`src/rtl/cnn1d_pkg.sv`:
```
// Shared types for the 1-D CNN datapath blocks.
package cnn1d_pkg;

    // Sequencer phases: gather inputs, hand them to the layer, collect results, stream results out.
    typedef enum logic [1:0] {
        LOAD  = 2'd0,
        ISSUE = 2'd1,
        WAIT  = 2'd2,
        DRAIN = 2'd3
    } seq_state_t;

    // Index width for a count of n items; a single item still gets one bit.
    function automatic int idx_w(input int n);
        return (n > 1) ? $clog2(n) : 1;
    endfunction

endpackage

```
`src/rtl/neuron_layer_sequencer.sv`:
```
// Time-sequences one neuron_layer: serial words in -> parallel issue -> per-neuron capture -> serial results out.
module neuron_layer_sequencer
    import cnn1d_pkg::*;
#(
    parameter int DATA_WIDTH    = 32,
    parameter int NUM_NEURONS   = 2,
    parameter int NEURON_INPUTS = 32,
    localparam int RD_W         = idx_w(NUM_NEURONS),
    localparam int WR_W         = $clog2(NEURON_INPUTS)
) (
    input  logic                  clk,
    input  logic                  rst_n,
    input  logic                  seq_valid_in,
    output logic                  seq_ready_in,
    input  logic [DATA_WIDTH-1:0] seq_data_in,
    output logic                  seq_valid_out,
    input  logic                  seq_ready_out,
    output logic [DATA_WIDTH-1:0] seq_data_out,
    output logic [RD_W-1:0]       seq_index_out,
    output logic                  seq_last_out,
    output logic                  layer_valid_in,
    input  logic                  layer_ready_in,
    output logic [DATA_WIDTH-1:0] layer_data_in [0:NEURON_INPUTS-1],
    output logic                  layer_ready_out,
    input  logic [NUM_NEURONS-1:0] layer_valid_out,
    input  logic [DATA_WIDTH-1:0] layer_data_out [0:NUM_NEURONS-1]
);

    localparam logic [WR_W-1:0] WR_LAST = WR_W'(NEURON_INPUTS - 1);
    localparam logic [RD_W-1:0] RD_LAST = RD_W'(NUM_NEURONS - 1);

    seq_state_t             r_state;
    seq_state_t             w_state_nxt;
    logic [WR_W-1:0]        r_wr_idx;
    logic [RD_W-1:0]        r_rd_idx;
    logic [NUM_NEURONS-1:0] r_captured;
    logic [NUM_NEURONS-1:0] w_cap_nxt;
    logic [DATA_WIDTH-1:0]  r_buf    [0:NEURON_INPUTS-1];
    logic [DATA_WIDTH-1:0]  r_result [0:NUM_NEURONS-1];

    logic r_seq_ready_in;
    logic r_seq_valid_out;
    logic r_layer_valid_in;
    logic r_layer_ready_out;

    logic w_load_hs;
    logic w_issue_hs;
    logic w_drain_hs;
    logic w_wr_last;
    logic w_rd_last;

    assign w_load_hs  = r_seq_ready_in & seq_valid_in;
    assign w_issue_hs = r_layer_valid_in & layer_ready_in;
    assign w_drain_hs = r_seq_valid_out & seq_ready_out;
    assign w_wr_last  = (r_wr_idx == WR_LAST);
    assign w_rd_last  = (r_rd_idx == RD_LAST);
    // Same-cycle captures count toward completion so DRAIN follows the last capture directly.
    assign w_cap_nxt  = r_captured | (layer_valid_out & {NUM_NEURONS{r_layer_ready_out}});

    // Next-state decode for the four-phase frame sequence.
    always_comb begin
        w_state_nxt = r_state;
        case (r_state)
            LOAD:    if (w_load_hs && w_wr_last) w_state_nxt = ISSUE;
            ISSUE:   if (w_issue_hs)             w_state_nxt = WAIT;
            WAIT:    if (&w_cap_nxt)             w_state_nxt = DRAIN;
            DRAIN:   if (w_drain_hs && w_rd_last) w_state_nxt = LOAD;
            default: w_state_nxt = LOAD;
        endcase
    end

    // State plus registered handshake controls, decoded from the next state so they align with it.
    always_ff @(posedge clk or negedge rst_n) begin
        if (!rst_n) begin
            r_state           <= LOAD;
            r_seq_ready_in    <= 1'b0;
            r_layer_valid_in  <= 1'b0;
            r_layer_ready_out <= 1'b0;
            r_seq_valid_out   <= 1'b0;
        end else begin
            r_state           <= w_state_nxt;
            r_seq_ready_in    <= (w_state_nxt == LOAD);
            r_layer_valid_in  <= (w_state_nxt == ISSUE);
            r_layer_ready_out <= (w_state_nxt == WAIT);
            r_seq_valid_out   <= (w_state_nxt == DRAIN);
        end
    end

    // Write index: advances per accepted word, returns to 0 on the final word of a frame.
    always_ff @(posedge clk or negedge rst_n) begin
        if (!rst_n) begin
            r_wr_idx <= '0;
        end else if (w_load_hs) begin
            r_wr_idx <= w_wr_last ? '0 : r_wr_idx + 1'b1;
        end
    end

    // Read index: advances per accepted result, returns to 0 after the last neuron.
    always_ff @(posedge clk or negedge rst_n) begin
        if (!rst_n) begin
            r_rd_idx <= '0;
        end else if (w_drain_hs) begin
            r_rd_idx <= w_rd_last ? '0 : r_rd_idx + 1'b1;
        end
    end

    // Input buffer: written only by LOAD handshakes, so it stays stable through ISSUE/WAIT/DRAIN.
    always_ff @(posedge clk or negedge rst_n) begin
        if (!rst_n) begin
            for (int i = 0; i < NEURON_INPUTS; i++) r_buf[i] <= '0;
        end else if (w_load_hs) begin
            r_buf[r_wr_idx] <= seq_data_in;
        end
    end

    // Capture flags: accumulate during WAIT, cleared once the last result leaves.
    always_ff @(posedge clk or negedge rst_n) begin
        if (!rst_n) begin
            r_captured <= '0;
        end else if (r_state == WAIT) begin
            r_captured <= w_cap_nxt;
        end else if (w_drain_hs && w_rd_last) begin
            r_captured <= '0;
        end
    end

    // Result latches: first valid per neuron wins; later changes on that neuron are ignored.
    always_ff @(posedge clk or negedge rst_n) begin
        if (!rst_n) begin
            for (int n = 0; n < NUM_NEURONS; n++) r_result[n] <= '0;
        end else begin
            for (int n = 0; n < NUM_NEURONS; n++) begin
                if (r_layer_ready_out && layer_valid_out[n] && !r_captured[n]) begin
                    r_result[n] <= layer_data_out[n];
                end
            end
        end
    end

    assign seq_ready_in    = r_seq_ready_in;
    assign seq_valid_out   = r_seq_valid_out;
    assign seq_data_out    = r_result[r_rd_idx];
    assign seq_index_out   = r_rd_idx;
    assign seq_last_out    = r_seq_valid_out & w_rd_last;
    assign layer_valid_in  = r_layer_valid_in;
    assign layer_ready_out = r_layer_ready_out;
    assign layer_data_in   = r_buf;

endmodule

```
`config.mk`:
```
export PLATFORM = sky130hd
export DESIGN_NAME = neuron_layer_sequencer
export DESIGN_NICKNAME = d
export VERILOG_FILES = /design/src/rtl/cnn1d_pkg.sv /design/src/rtl/neuron_layer_sequencer.sv
export SDC_FILE = /design/constraint.sdc
export NUM_CORES = 1
export LEC_CHECK = 0
export BUFFER_PORTS_ARGS = -buffer_cell sky130_fd_sc_hd__buf_2
export CAP_MARGIN = 20
export CORE_AREA = 3 3 453 455
export CTS_BUF_LIST = sky130_fd_sc_hd__clkbuf_8
export DETAILED_ROUTE_END_ITERATION = 7
export DIE_AREA = 0 0 456 458
export GPL_ROUTABILITY_DRIVEN = 1
export PLACE_DENSITY = 0.42
export RECOVER_POWER = 50
export SLEW_MARGIN = 20
export SYNTH_ARGS = -nofsm -noshare
export SYNTH_HDL_FRONTEND = slang
export SYNTH_SLANG_ARGS = --single-unit
```
`constraint.sdc`:
```
create_clock -name clk -period 1.9 [get_ports clk]
set_input_delay 0.095 -clock clk [delete_from_list [all_inputs] [get_ports clk]]
set_output_delay 0.095 -clock clk [all_outputs]
set_load 0.01 [all_outputs]
```
Yosys cells after proc, flatten, opt, wreduce, memory -nomap -nowiden --
Cells that the tools add are included.
Operators by class: $add $sub $neg 2, $lt $le $gt $ge 3, equal/unequal tests 7, multiplexer cells 15, bitwise gates (word level) 8, reduce and logical (&&, ||, !) cells 13
Operators by type and width (number):
- 1024-bit bitwise mux | 1
- 32-bit demux with 5-bit select | 1
- 32-bit 2-to-1 mux | 4
- 2-bit 2-to-1 mux | 6
- 2-bit == test (second input constant) | 4
- 2-bit one-hot mux with 4 select lines | 1
- 1-bit logical AND | 7
- 6-bit >= comparator (second input constant) | 1
- 6-bit by 1-bit less-than comparator with 1-bit output (second input constant) | 1
- 5-bit NOT with 6-bit output | 1
- 5-bit by 1-bit adder with 5-bit output (second input constant) | 1
- 5-bit == test (second input constant) | 1
- 5-bit 2-to-1 mux | 1
- 1-bit AND | 4
- 2-bit by 1-bit == test with 1-bit output (second input constant) | 2
- 2-bit zero test | 2
- 2-bit AND | 1
- 2-bit >= comparator (second input constant) | 1
- 1-bit zero test | 2
- 1-bit NOT with 2-bit output | 1
- 2-bit bitwise OR | 1
- 2-bit AND reduction | 1
- 2-bit nonzero test | 1
- 1-bit adder (second input constant) | 1
- 1-bit 2-to-1 mux | 1
Storage, ports and cells: register bits 1102, input port bits 103, output and inout bits 1062, word-level logic and storage cells 90

Depth between registers and ports, before layout --
depth in word-level cells 6, depth in mapped cells 7, depth with buffers taken out 5

Worst setup path before layout --
Ideal clock, no wire load.
path type reg-to-reg, start reg r_wr_idx[0], end reg r_buf (netlist bit layer_data_in[1000]), library setup time 0.127 ns, arrival time 1.727 ns, slack 0.046 ns, stages on the path, launching flop included 8, period minus slack after synthesis 1.854 ns, cell sequence dfrtp_1 > inv_1 > ha_1 > nand2b_1 > or4_1 > buf_2 > buf_6 > mux2_1
Between the ends: longest elaborated chain between the ends 6, elaborated cells on any way between the ends 7
RTL lines:
- start: declaration | RTL line neuron_layer_sequencer.sv:34 | logic [WR_W-1:0] r_wr_idx;
- start signal: assignment | RTL line neuron_layer_sequencer.sv:94 | r_wr_idx <= w_wr_last ? '0 : r_wr_idx + 1'b1;
- 5-bit NOT with 6-bit output (not written as such) * | RTL line neuron_layer_sequencer.sv:112 | r_buf[r_wr_idx] <= seq_data_in;
- 6-bit >= comparator (not written as such) or 6-bit by 1-bit less-than comparator with 1-bit output (tied branches) | RTL line neuron_layer_sequencer.sv:112
- 1-bit logical AND (not written as such) | RTL line neuron_layer_sequencer.sv:112
- 32-bit 2-to-1 mux (not written as such) | RTL line neuron_layer_sequencer.sv:112
- 32-bit demux with 5-bit select * | RTL line neuron_layer_sequencer.sv:112
- 1024-bit bitwise mux * | RTL line neuron_layer_sequencer.sv:112
- end signal: indexed assignment | RTL line neuron_layer_sequencer.sv:112
- end: declaration | RTL line neuron_layer_sequencer.sv:38 | logic [DATA_WIDTH-1:0] r_buf [0:NEURON_INPUTS-1];
Mark *: on every way between the ends. The rest lies on a longest branch, timed or not. A chain may end at the register's enable or synchronous reset.

Worst setup path in the final report --
start reg r_rd_idx, in the netlist seq_index_out, end out seq_data_out[24]
Between the ends: longest elaborated chain between the ends 4
RTL lines:
- start: declaration | RTL line neuron_layer_sequencer.sv:35 | logic [RD_W-1:0] r_rd_idx;
- start signal: assignment | RTL line neuron_layer_sequencer.sv:103 | r_rd_idx <= w_rd_last ? '0 : r_rd_idx + 1'b1;
- 1-bit NOT with 2-bit output (not written as such) | RTL line neuron_layer_sequencer.sv:142 | assign seq_data_out = r_result[r_rd_idx];
- 32-bit 2-to-1 mux (not written as such) (3 in a row) | RTL line neuron_layer_sequencer.sv:142
- end: declaration | RTL line neuron_layer_sequencer.sv:18 | output logic [DATA_WIDTH-1:0] seq_data_out,
No other way between the ends. The select of a mux whose other input is x is not followed.

==> impl_metrics.json <==
{
  "outcome": "complete, but fails checks",
  "globalRouteOverflowTotal": 0,
  "clkSinkCount": 1102,
  "place.port_buffers": 1164,
  "violations": "negative setup slack",
  "design.die.area_mm2": 0.209,
  "globalplace.congestion": 0.752,
  "placementRows": 165,
  "hpwl_um": 128000,
  "slew_headroom": 0.0766,
  "final_layout_size_suffix_gt1_frac": 0.663,
  "cp_max_fo": 8,
  "top_flip_flop_cell_by_instance_count_after_synthesis": "dfrtp_1",
  "avgViaCountPerCell": 4.18,
  "worstRegToRegCells": 11,
  "drtIter0Drc": 1678,
  "final-max-slew-violation-count": 0,
  "critical_path.most_common_cell": "buf_12",
  "hold_ws_ps": 236,
  "cts_max_level": 4,
  "power_leakage_nw": 33.4,
  "chipHeight_um": 458,
  "final_util": 0.322,
  "timing.critical_path.buf_inv": 3,
  "most-common-layout-cells": "buf_2 (1,142), dfrtp_1 (1,098), mux2_4 (633)",
  "ys_types": 37,
  "drt_pre_antenna_iters": 7,
  "postSynthCellCount": 2528,
  "post_dp_cell_area_mm2": 0.0526,
  "worst-endpoint-arrival_ps": 2160,
  "synth.yosys.warnings": 0,
  "crit_path_top_delay_cell": "dfrtp_4",
  "grt_first_pass_wirelength_um": 280000,
  "cp.required_ps": 1800,
  "floorplan.die.width_um": 456,
  "flip_flop_and_latch_count_after_synthesis": 1102,
  "grt_overall_usage": 0.195,
  "wirelength_um": 214000,
  "power_density_mw_per_mm2": 1380,
  "cap_violations": 0,
  "startpoint_kind_of_the_worst_setup_timing_path": "flip-flop",
  "timing.hold.worst_path_depth": 4,
  "antenna_violations_before_repair": 19,
  "path_cells": "buf_12 -> buf_12 -> mux2_2 -> buf_6",
  "min_period_ps": 2260,
  "num-nets-final": 4337,
  "synthesis.area_mm2": 0.0420,
  "critical-path-max-stage-delay_ps": 490,
  "critical-path-top-delay-family": "flip-flops",
  "max_root_sink_buffers": 3,
  "period_share": 1.19,
  "critical_path_class": "reg2out",
  "detail-route-antenna-nets": 0,
  "floorplan.initialDensity": 0.208,
  "worst-path-stages": 4,
  "final-setup-viol-count": 1185,
  "clock_tree.root_cell": "clkbuf_8",
  "worst_clock_skew_ps": 40.5,
  "synth_enable_flop_cells": 0,
  "cts_tree": "yes",
  "actual_slew_at_the_worst_max_slew_pin_ps": 1390,
  "timing.fmax_mhz": 443,
  "ir_drop_mv": 0.655,
  "cts-buffers-inserted": 200,
  "clock_latency_ps": 940,
  "cts.clk_slew.worst_paths_ps": 60,
  "rsz_0062_raised_after_global_routing": "yes",
  "core-area_mm2": 0.202,
  "type_of_the_worst_min_delay_path": "in2reg",
  "layout_commonest_cell": "buf_2",
  "detailroute.via_count": 29401,
  "grt_start_max_net_pins": 116,
  "post_drt_wl_per_cell_um": 30.5,
  "synthesized_net_count": 2636,
  "postSynthAreaPerCell_um2": 16.6,
  "worstSetupEndpointType": "output pin",
  "postLayoutSetupSlackWorst_ps": -359,
  "grt_pass1_vias": 31102,
  "ioPinCount": 1165,
  "hold_violations": 0,
  "area_delta_synth_final_pct": 54.4,
  "ys_async_sr_fraction": 1.00,
  "synth_sequential_area_ratio": 0.656,
  "postLayoutCellArea_mm2": 0.0649,
  "post-route-drc-count": 0
}
worst paths after layout:
kind	start	slack (ps)	end
worst max-delay path	seq_index_out	-360	seq_data_out[24]
worst min-delay path	seq_ready_out	240	seq_ready_in
worst max register to register	r_wr_idx[1]	-280	layer_data_in[698]
worst min register to register	layer_data_in[867]	480	layer_data_in[867]
max in group asynchronous	rst_n	-200	layer_data_in[75]
min in group asynchronous	rst_n	670	layer_data_in[809]
area by class of cell:
| cell class | count | area [µm²] |
|---|---|---|
| fill | 20155 | 137000 |
| sequential | 1102 | 27600 |
| multi-input combinational | 1211 | 15900 |
| timing repair buffer | 1712 | 14200 |
| tap | 2672 | 3340 |
| clock buffer | 238 | 3280 |
| clock inverter | 91 | 510 |
| antenna | 6 | 15.0 |
| inverter | 2 | 7.51 |
worst register-to-register path: stages, from the launching register on:
cell	delay (ps)
dfrtp_1	380
buf_6	130
buf_6	100
ha_4	120
buf_6	90
nand4b_4	110
buf_8	170
buf_12	130
nor2_4	140
buf_12	190
clkbuf_16	210
mux2_4	310
state kept, by name, indices dropped and copies added (netlist names), 2 cells and up:
name / flops
r_state: 2
r_result: 64
r_wr_idx: 5
r_captured: 2
layer_data_in: 1024
Yosys cell counts (2+ instances only):
library cell     n  area (µm²)
a21oi_1          3        15.0
nor2_1          23        86.3
or3_1            4        25.0
buf_2           91         455
inv_1            2        7.51
nand4b_2         2        30.0
mux2_2         962       10800
buf_1            3        11.3
nand4_1          4        25.0
dfrtp_1       1102       27600
nand2_1          9        33.8
nor3_2           5        50.1
mux2_1          99        1110
mux2_4          60         901
buf_6           12         135
and3_1           2        12.5
ha_1             5        62.6
a21o_1           2        15.0
nand4b_1         2        17.5
nand2b_1         6        37.5
or4_1            2        15.0
clkbuf_1       104         390
nand3_1          4        20.0
o21ai_0          4        20.0
nand3b_1         2        15.0
buf_4            3        22.5
metrics by stage:
step | cells | total power, mW | TNS, ps | setup slack, ps
final | 7034 | 89.7 | -136130 | -359
after global routing | 7030 | 94.2 | -239300 | -503
after CTS | 6996 | 89.3 | -96380 | -550
after detailed placement | 6318 | 63.3 | -48560 | -168
after global placement | 6318 | 63.0 | -58640 | -168
after floorplan | 2528 | 47.8 | 0 | 45.6
report_power, final:
group / switching [mW] / internal (mW)
clock network: 10.5 / 11.5
logic: 15.7 / 16.3
registers: 4.20 / 31.4
total: 30.4 / 59.3
what timing repair did:
item	CTS	global route
gates cloned	66	21
hold buffers	193	0
resized for setup	465	384
pin swaps	37	22
hold endpoints to repair	2167	0
buffers inserted	93	25
setup endpoints to repair	878	1050
metal layers:
metal	GRT usage	part of all wire	vias up
li1	-	-	12276
met1	0.234	0.41	15771
met2	0.335	0.49	1051
met3	0.0479	0.058	303
met4	0.0735	0.041	0
met5	0	0	-
cells by family after synthesis:
group | Yosys count | share of synthesized area
adders and majority gates | 5 | 0.00149
DFF | 1102 | 0.656
buffers and inverters | 215 | 0.0243
and+or+nand+nor | 69 | 0.00938
xor gates and xnor gates | 1 | 0.000209
muxes | 1122 | 0.306
AOI/OAI and AO/OA | 14 | 0.00211
Power figures use the tool's default switching activity.
